==> src/rtl/tick_sched_pkg.sv <==
// Shared types and elaboration-time helpers for the game timebase scheduler.
package tick_sched_pkg;

    typedef enum logic [1:0] {
        IDLE  = 2'd0,
        RUN   = 2'd1,
        PAUSE = 2'd2
    } sched_state_t;

    function automatic int calc_div(input int clk_hz, input int base_hz);
        return clk_hz / base_hz;
    endfunction

    function automatic int pcnt_width(input int div);
        return (div > 1) ? $clog2(div) : 1;
    endfunction

endpackage

==> src/rtl/tick_prescaler.sv <==
// Run-gated modulo-DIV counter producing the base-tick wrap pulse.
module tick_prescaler
    import tick_sched_pkg::*;
#(
    parameter int DIV = 10
) (
    input  logic clk,
    input  logic rst_n,
    input  logic clr,
    input  logic en,
    output logic at_top,
    output logic wrap
);

    localparam int W = pcnt_width(DIV);

    logic [W-1:0] pcnt_r;

    assign at_top = (pcnt_r == W'(DIV - 1));
    // A start clear overrides the wrap so a restart never emits a stale base tick.
    assign wrap   = en & at_top & ~clr;

    // Prescaler count: clears on start, advances only while enabled, holds otherwise.
    always_ff @(posedge clk or negedge rst_n) begin
        if (!rst_n) begin
            pcnt_r <= W'(0);
        end else if (clr) begin
            pcnt_r <= W'(0);
        end else if (en) begin
            if (at_top) begin
                pcnt_r <= W'(0);
            end else begin
                pcnt_r <= pcnt_r + W'(1);
            end
        end else begin
            pcnt_r <= pcnt_r;
        end
    end

endmodule

==> src/rtl/tick_scheduler.sv <==
// Game timebase: start/pause FSM, shared prescaler and NCH programmable tick channels.
module tick_scheduler
    import tick_sched_pkg::*;
#(
    parameter int CLK_HZ  = 50_000_000,
    parameter int BASE_HZ = 1000,
    parameter int NCH     = 4,
    parameter int PW      = 16,
    parameter int CW      = (NCH > 1) ? $clog2(NCH) : 1
) (
    input  logic            clk,
    input  logic            rst_n,
    input  logic            start,
    input  logic            pause,
    input  logic            cfg_valid,
    output logic            cfg_ready,
    input  logic [CW-1:0]   cfg_ch,
    input  logic [PW-1:0]   cfg_period,
    output logic [NCH-1:0]  tick,
    output logic            base_tick,
    output logic            running
);

    localparam int DIV = calc_div(CLK_HZ, BASE_HZ);

    sched_state_t state_r;
    sched_state_t state_s;
    logic         run_s;
    logic         at_top_s;
    logic         wrap_s;
    logic         cfg_fire_s;
    logic         base_tick_r;
    logic         running_r;

    assign run_s      = (state_r == RUN);
    // Writes are refused only on the wrap edge, where counters are being updated.
    assign cfg_ready  = ~(run_s & at_top_s);
    assign cfg_fire_s = cfg_valid & cfg_ready;
    assign base_tick  = base_tick_r;
    assign running    = running_r;

    // Next-state logic: start has priority from every state.
    always_comb begin
        state_s = state_r;
        if (start) begin
            state_s = RUN;
        end else begin
            case (state_r)
                IDLE:    state_s = IDLE;
                RUN:     state_s = pause ? PAUSE : RUN;
                PAUSE:   state_s = pause ? PAUSE : RUN;
                default: state_s = IDLE;
            endcase
        end
    end

    // State register and registered status outputs.
    always_ff @(posedge clk or negedge rst_n) begin
        if (!rst_n) begin
            state_r     <= IDLE;
            base_tick_r <= 1'b0;
            running_r   <= 1'b0;
        end else begin
            state_r     <= state_s;
            base_tick_r <= wrap_s;
            running_r   <= run_s;
        end
    end

    tick_prescaler #(
        .DIV (DIV)
    ) u_prescaler (
        .clk    (clk),
        .rst_n  (rst_n),
        .clr    (start),
        .en     (run_s),
        .at_top (at_top_s),
        .wrap   (wrap_s)
    );

    for (genvar gi = 0; gi < NCH; gi++) begin : g_ch
        logic [PW-1:0] per_r;
        logic [PW-1:0] ccnt_r;
        logic          tick_r;
        logic          wr_s;
        logic          hit_s;

        assign wr_s    = cfg_fire_s & (cfg_ch == CW'(gi));
        assign hit_s   = wrap_s & (per_r != PW'(0)) & (ccnt_r == per_r - PW'(1));
        assign tick[gi] = tick_r;

        // Channel period/counter: a write always restarts the count, so ccnt stays below per.
        always_ff @(posedge clk or negedge rst_n) begin
            if (!rst_n) begin
                per_r  <= PW'(0);
                ccnt_r <= PW'(0);
                tick_r <= 1'b0;
            end else begin
                tick_r <= hit_s & ~wr_s;
                if (wr_s) begin
                    per_r  <= cfg_period;
                    ccnt_r <= PW'(0);
                end else if (start) begin
                    per_r  <= per_r;
                    ccnt_r <= PW'(0);
                end else if (wrap_s && (per_r != PW'(0))) begin
                    per_r  <= per_r;
                    ccnt_r <= hit_s ? PW'(0) : ccnt_r + PW'(1);
                end else begin
                    per_r  <= per_r;
                    ccnt_r <= ccnt_r;
                end
            end
        end
    end

endmodule

==> config.mk <==
export PLATFORM = sky130hd
export DESIGN_NAME = tick_scheduler
export DESIGN_NICKNAME = d
export VERILOG_FILES = /design/src/rtl/tick_sched_pkg.sv /design/src/rtl/tick_prescaler.sv /design/src/rtl/tick_scheduler.sv
export SDC_FILE = /design/constraint.sdc
export NUM_CORES = 1
export LEC_CHECK = 0
export CAP_MARGIN = 20
export CORE_ASPECT_RATIO = 0.9
export CORE_UTILIZATION = 35
export DETAILED_ROUTE_END_ITERATION = 7
export GPL_ROUTABILITY_DRIVEN = 1
export PLACE_DENSITY = 0.52
export SETUP_SLACK_MARGIN = 0.3
export SYNTH_ARGS = -nofsm -noshare
export SYNTH_HDL_FRONTEND = slang
export SYNTH_SLANG_ARGS = --single-unit
==> constraint.sdc <==
create_clock -name clk -period 3.2 [get_ports clk]
set_clock_uncertainty 0.2 [all_clocks]
set_input_delay 0.64 -clock clk [delete_from_list [all_inputs] [get_ports clk]]
set_output_delay 0.64 -clock clk [all_outputs]
set_load 0.03 [all_outputs]
==> metrics.log <==
[metrics] area of the mapped netlist: 0.00989 mm2
[metrics] DPL Wire Length: 18,900 um
[metrics] Hold Worst Slack: 0.339 ns
[metrics] iteration-0 DRC count of the detailed router: 573
[metrics] total congestion overflow after global routing: 0
[metrics] CP required: 3.34 ns
[metrics] design area: 0.0125 mm2
[metrics] final count of hold timing violations: 0
[metrics] post-detailed-routing wire length: 28,100 um
[metrics] first-pass detailed-route iteration total: 7
[metrics] Syn Inst Count: 1,118
[metrics] register area share after synthesis: 38.5%
[metrics] power density over cell area: 449 mW/mm2
[metrics] synthesized net count: 1,155
[metrics] hold wc startpoint: u_prescaler.pcnt_r[1]
[metrics] Relative slew margins: 49.3%
[metrics] Startpoint Class: flop
[metrics] via total after detailed routing: 8,721
[metrics] maximum level of the CTS H-tree: 4
[metrics] worst-case setup margin in the final layout: 0.0923 ns
[metrics] Slowest cell on crit path: sky130_fd_sc_hd__or4_4
[metrics] total of flip-flops plus latches after synthesis: 152
[metrics] maximum number of pins on one net before global-route repair: 58
[metrics] Peak VDD IR: 0.000434 V
[metrics] run status: complete, but fails checks
[metrics] violated checks: DRC
[metrics] WHS Path Cells: 2
[metrics] most used cells in the layout excluding fill and tap cells: 163 x sky130_fd_sc_hd__nand2_1, 151 x sky130_fd_sc_hd__dfrtp_1, 76 x sky130_fd_sc_hd__buf_4
[metrics] total negative slack for setup checks: 0 ns
[metrics] post-layout total power: 5.64 mW
[metrics] RSZ-0062 raised after global routing: yes
[metrics] arrival time at the worst endpoint: 3.25 ns
[metrics] Critical Path Most Common Cell: sky130_fd_sc_hd__buf_6
[metrics] worst slack after detailed placement: -0.0191 ns
[metrics] first-pass GRT wire length: 44,700 um
[metrics] deepest clock path buffer count: 2
[metrics] Placed Cells incl. Taps: 1,517
[metrics] type of element capturing the critical path: flop
[metrics] diode count: 0
[metrics] count of final setup violators: 0
[metrics] post-place instance area: 0.0111 mm2
[metrics] type of the setup path with the least slack: flop to flop
[metrics] worst-case register-to-register setup slack: 0.09 ns
[metrics] clock root cell: sky130_fd_sc_hd__clkbuf_16
[metrics] beginning of the worst register-to-register path: u_prescaler.pcnt_r[11]
[metrics] predominant post-synthesis flop cell: sky130_fd_sc_hd__dfrtp_1
[metrics] final antenna-violating net count: 0
[metrics] Maximum Capacitance Violations: 0
[metrics] CTS clock-pin slew for the worst setup and hold paths: 0.08 ns
[metrics] slew at the pin closest to its max-slew limit: 0.753 ns
[metrics] switching pwr: 1.88 mW
[metrics] count of flip-flops with a built-in enable after synthesis: 0
[metrics] DIE WIDTH: 179 um
[metrics] Sink Count: 152
[metrics] kind of path behind the tightest hold check: flop to flop
[metrics] Cell Rows: 58
[metrics] share of total power in combinational logic: 22.2%
[metrics] depth of the worst register-to-register path: 11
[metrics] area of the core: 0.0279 mm2
[metrics] crit-path cells: or4_4, or3_4, buf_6, a2111oi_4, buf_4, nand4_4, o41ai_4, buf_6, buf_12, nor3b_2, a211o_1
[metrics] net switching share of the total power: 33.4%
[metrics] utilization after layout: 45.0%
[metrics] Starting Density: 35.5%
[metrics] most common cell after layout, fill and taps aside: sky130_fd_sc_hd__nand2_1
[metrics] Min-Delay Endpoint: u_prescaler.pcnt_r[1]
[metrics] Top Ports: 30
[metrics] post-layout instance count excluding filler cells: 1,585
[metrics] minimum clock period: 3.11 ns
[metrics] number of buffers added by the clock tree synthesis step: 17
[metrics] routed length per placed instance: 17.7 um
[metrics] Total GRT Usage: 19.8%
[metrics] Vias per Instance: 5.50
[metrics] weighted congestion reported at the end of routability-driven placement: 0.836
[metrics] area of the die: 0.0289 mm2
[metrics] growth of design area from synthesis to finish: 26.8%
[metrics] design internal power: 3.76 mW
[metrics] worst-path fanout max: 7
[metrics] count of unique library cells instantiated by Yosys: 80
[metrics] count of input and output buffers: 29
[metrics] net count reported at finish: 1,249
[metrics] CTS tree: done
[metrics] async set-reset flop share out of synthesis: 100%
[metrics] worst r2r dst: g_ch[3].ccnt_r[13]
[metrics] die extent in y: 161 um
[metrics] Final period util: 97.1%
[metrics] clock latency of the later-clocked register in the worst-skew pair: 0.45 ns
[metrics] clock share of power: 36.9%
[metrics] number of warning messages in the yosys log: 0
[metrics] delay of the slowest critical-path stage: 0.54 ns
[metrics] antenna violations before repair: 0
[metrics] fraction of final layout cells sized beyond drive strength 1: 26.5%
[metrics] leakage component of the power: 5.17 nW
[metrics] Seq pwr share: 40.9%
[metrics] Max Clk Rate: 0.322 GHz
[metrics] number of global-route vias before repair: 8,131
[metrics] Post-Synthesis Mean Instance Area: 8.85 um2
[metrics] total DRC errors in the routed layout: 4
[metrics] count of final max-slew check failures: 0
[registers in the layout, indices dropped and copies added (netlist names)]
register / cells
g_ch.ccnt_r: 64
state_r: 2
g_ch.tick_r: 4
running: 1
base_tick: 1
g_ch.per_r: 64
u_prescaler.pcnt_r: 16
[cells in the mapped netlist (5+ instances only)]
library cell               number  area (um2)
sky130_fd_sc_hd__ha_1          14         175
sky130_fd_sc_hd__or2_2         12        75.1
sky130_fd_sc_hd__nand2_1      165         619
sky130_fd_sc_hd__clkbuf_1      47         176
sky130_fd_sc_hd__nor2_1        72         270
sky130_fd_sc_hd__nand2b_1       9        56.3
sky130_fd_sc_hd__nand4b_1       8        70.1
sky130_fd_sc_hd__o21ai_0       49         245
sky130_fd_sc_hd__xor2_1        30         263
sky130_fd_sc_hd__inv_1         23        86.3
sky130_fd_sc_hd__nor4b_1        5        43.8
sky130_fd_sc_hd__a211oi_1       5        37.5
sky130_fd_sc_hd__nor3b_1       21         158
sky130_fd_sc_hd__o31ai_1        5        37.5
sky130_fd_sc_hd__dfrtp_1      152        3800
sky130_fd_sc_hd__or4_1         11        82.6
sky130_fd_sc_hd__a31oi_1       10        62.6
sky130_fd_sc_hd__mux2_2        58         653
sky130_fd_sc_hd__mux2i_1        5        50.1
sky130_fd_sc_hd__and2_1        21         131
sky130_fd_sc_hd__nor4_1        23         144
sky130_fd_sc_hd__a211o_1       10        87.6
sky130_fd_sc_hd__o211ai_1      10        75.1
sky130_fd_sc_hd__and3_1        18         113
sky130_fd_sc_hd__nand3_1       57         285
sky130_fd_sc_hd__o221ai_1      25         219
sky130_fd_sc_hd__nand4_1       23         144
sky130_fd_sc_hd__a21oi_1       12        60.1
sky130_fd_sc_hd__or3_1         16         100
sky130_fd_sc_hd__nor2b_1       23         144
sky130_fd_sc_hd__nor3_1        48         240
sky130_fd_sc_hd__xnor2_1       45         394
[worst max-delay path by stage]
stage | from | endpoint | cells after the start
after global routing | u_prescaler.pcnt_r[4] | g_ch[2].ccnt_r[10] | 8
final | u_prescaler.pcnt_r[11] | g_ch[3].ccnt_r[13] | 11
after CTS | u_prescaler.pcnt_r[11] | cfg_ready | 4
after detailed placement | u_prescaler.pcnt_r[11] | g_ch[1].ccnt_r[10] | 8
after floorplan | u_prescaler.pcnt_r[11] | g_ch[3].ccnt_r[10] | 8
after global placement | start | g_ch[0].ccnt_r[5] | 6
[layer usage]
| metal | up-vias | wire length, um | GRT usage [%] | share of wire, % |
|---|---|---|---|---|
| li1 | 4273 | - | - | - |
| met1 | 4299 | 13800 | 27.8 | 49 |
| met2 | 126 | 13300 | 31.6 | 47 |
| met3 | 23 | 786 | 3.15 | 2.8 |
| met4 | 0 | 288 | 5.12 | 1.0 |
| met5 | - | 0 | 0 | 0 |
[power groups by stage]
stage / Clock, mW / Sequential (mW) / Combinational [mW]
2_1_floorplan: 0 / 2.27 / 0.797
3_3_place_gp: 0 / 2.34 / 1.16
3_5_place_dp: 0 / 2.34 / 1.17
4_1_cts: 2.13 / 2.30 / 1.22
5_1_grt: 2.20 / 2.34 / 1.37
6_report: 2.08 / 2.31 / 1.25
[worst max-delay path, delay by kind of cell (launching register included)]
kind,cells,cell delay (ns)
AOI/OAI and AO/OA,3,0.67
buffers and inverters,4,0.64
DFF,1,0.38
and+or+nand+nor,4,1.12
[what timing repair did]
| action | in CTS | in global routing |
|---|---|---|
| gates resized for setup | 51 | 74 |
| hold buffers | 1 | 0 |
| pin swaps | 27 | 47 |
| buffers inserted | 17 | 8 |
| setup endpoints to repair | 66 | 66 |
| endpoints found under the hold margin | 17 | 0 |
| cloned | 6 | 4 |
[final cells by class]
cell class | count | area [um2]
fill | 2715 | 15300
multi-input combinational | 885 | 6350
clock buffer | 17 | 425
timing repair buffer | 133 | 1270
sequential | 152 | 3800
inverter | 23 | 86.3
clock inverter | 15 | 159
tap | 360 | 450
[cell families (layout without fill, tap and decap cells)]
group / after synthesis / count (layout) / synth area share, %
muxes: 63 / 63 / 7.11
AOI/OAI and AO/OA: 168 / 168 / 12.4
and+or+nand+nor: 562 / 565 / 30.0
xor gates and xnor gates: 75 / 75 / 6.64
adders and majority gates: 14 / 14 / 1.77
DFF: 152 / 152 / 38.5
buffers and inverters: 84 / 188 / 3.59
(Power assumes the default switching activity.)
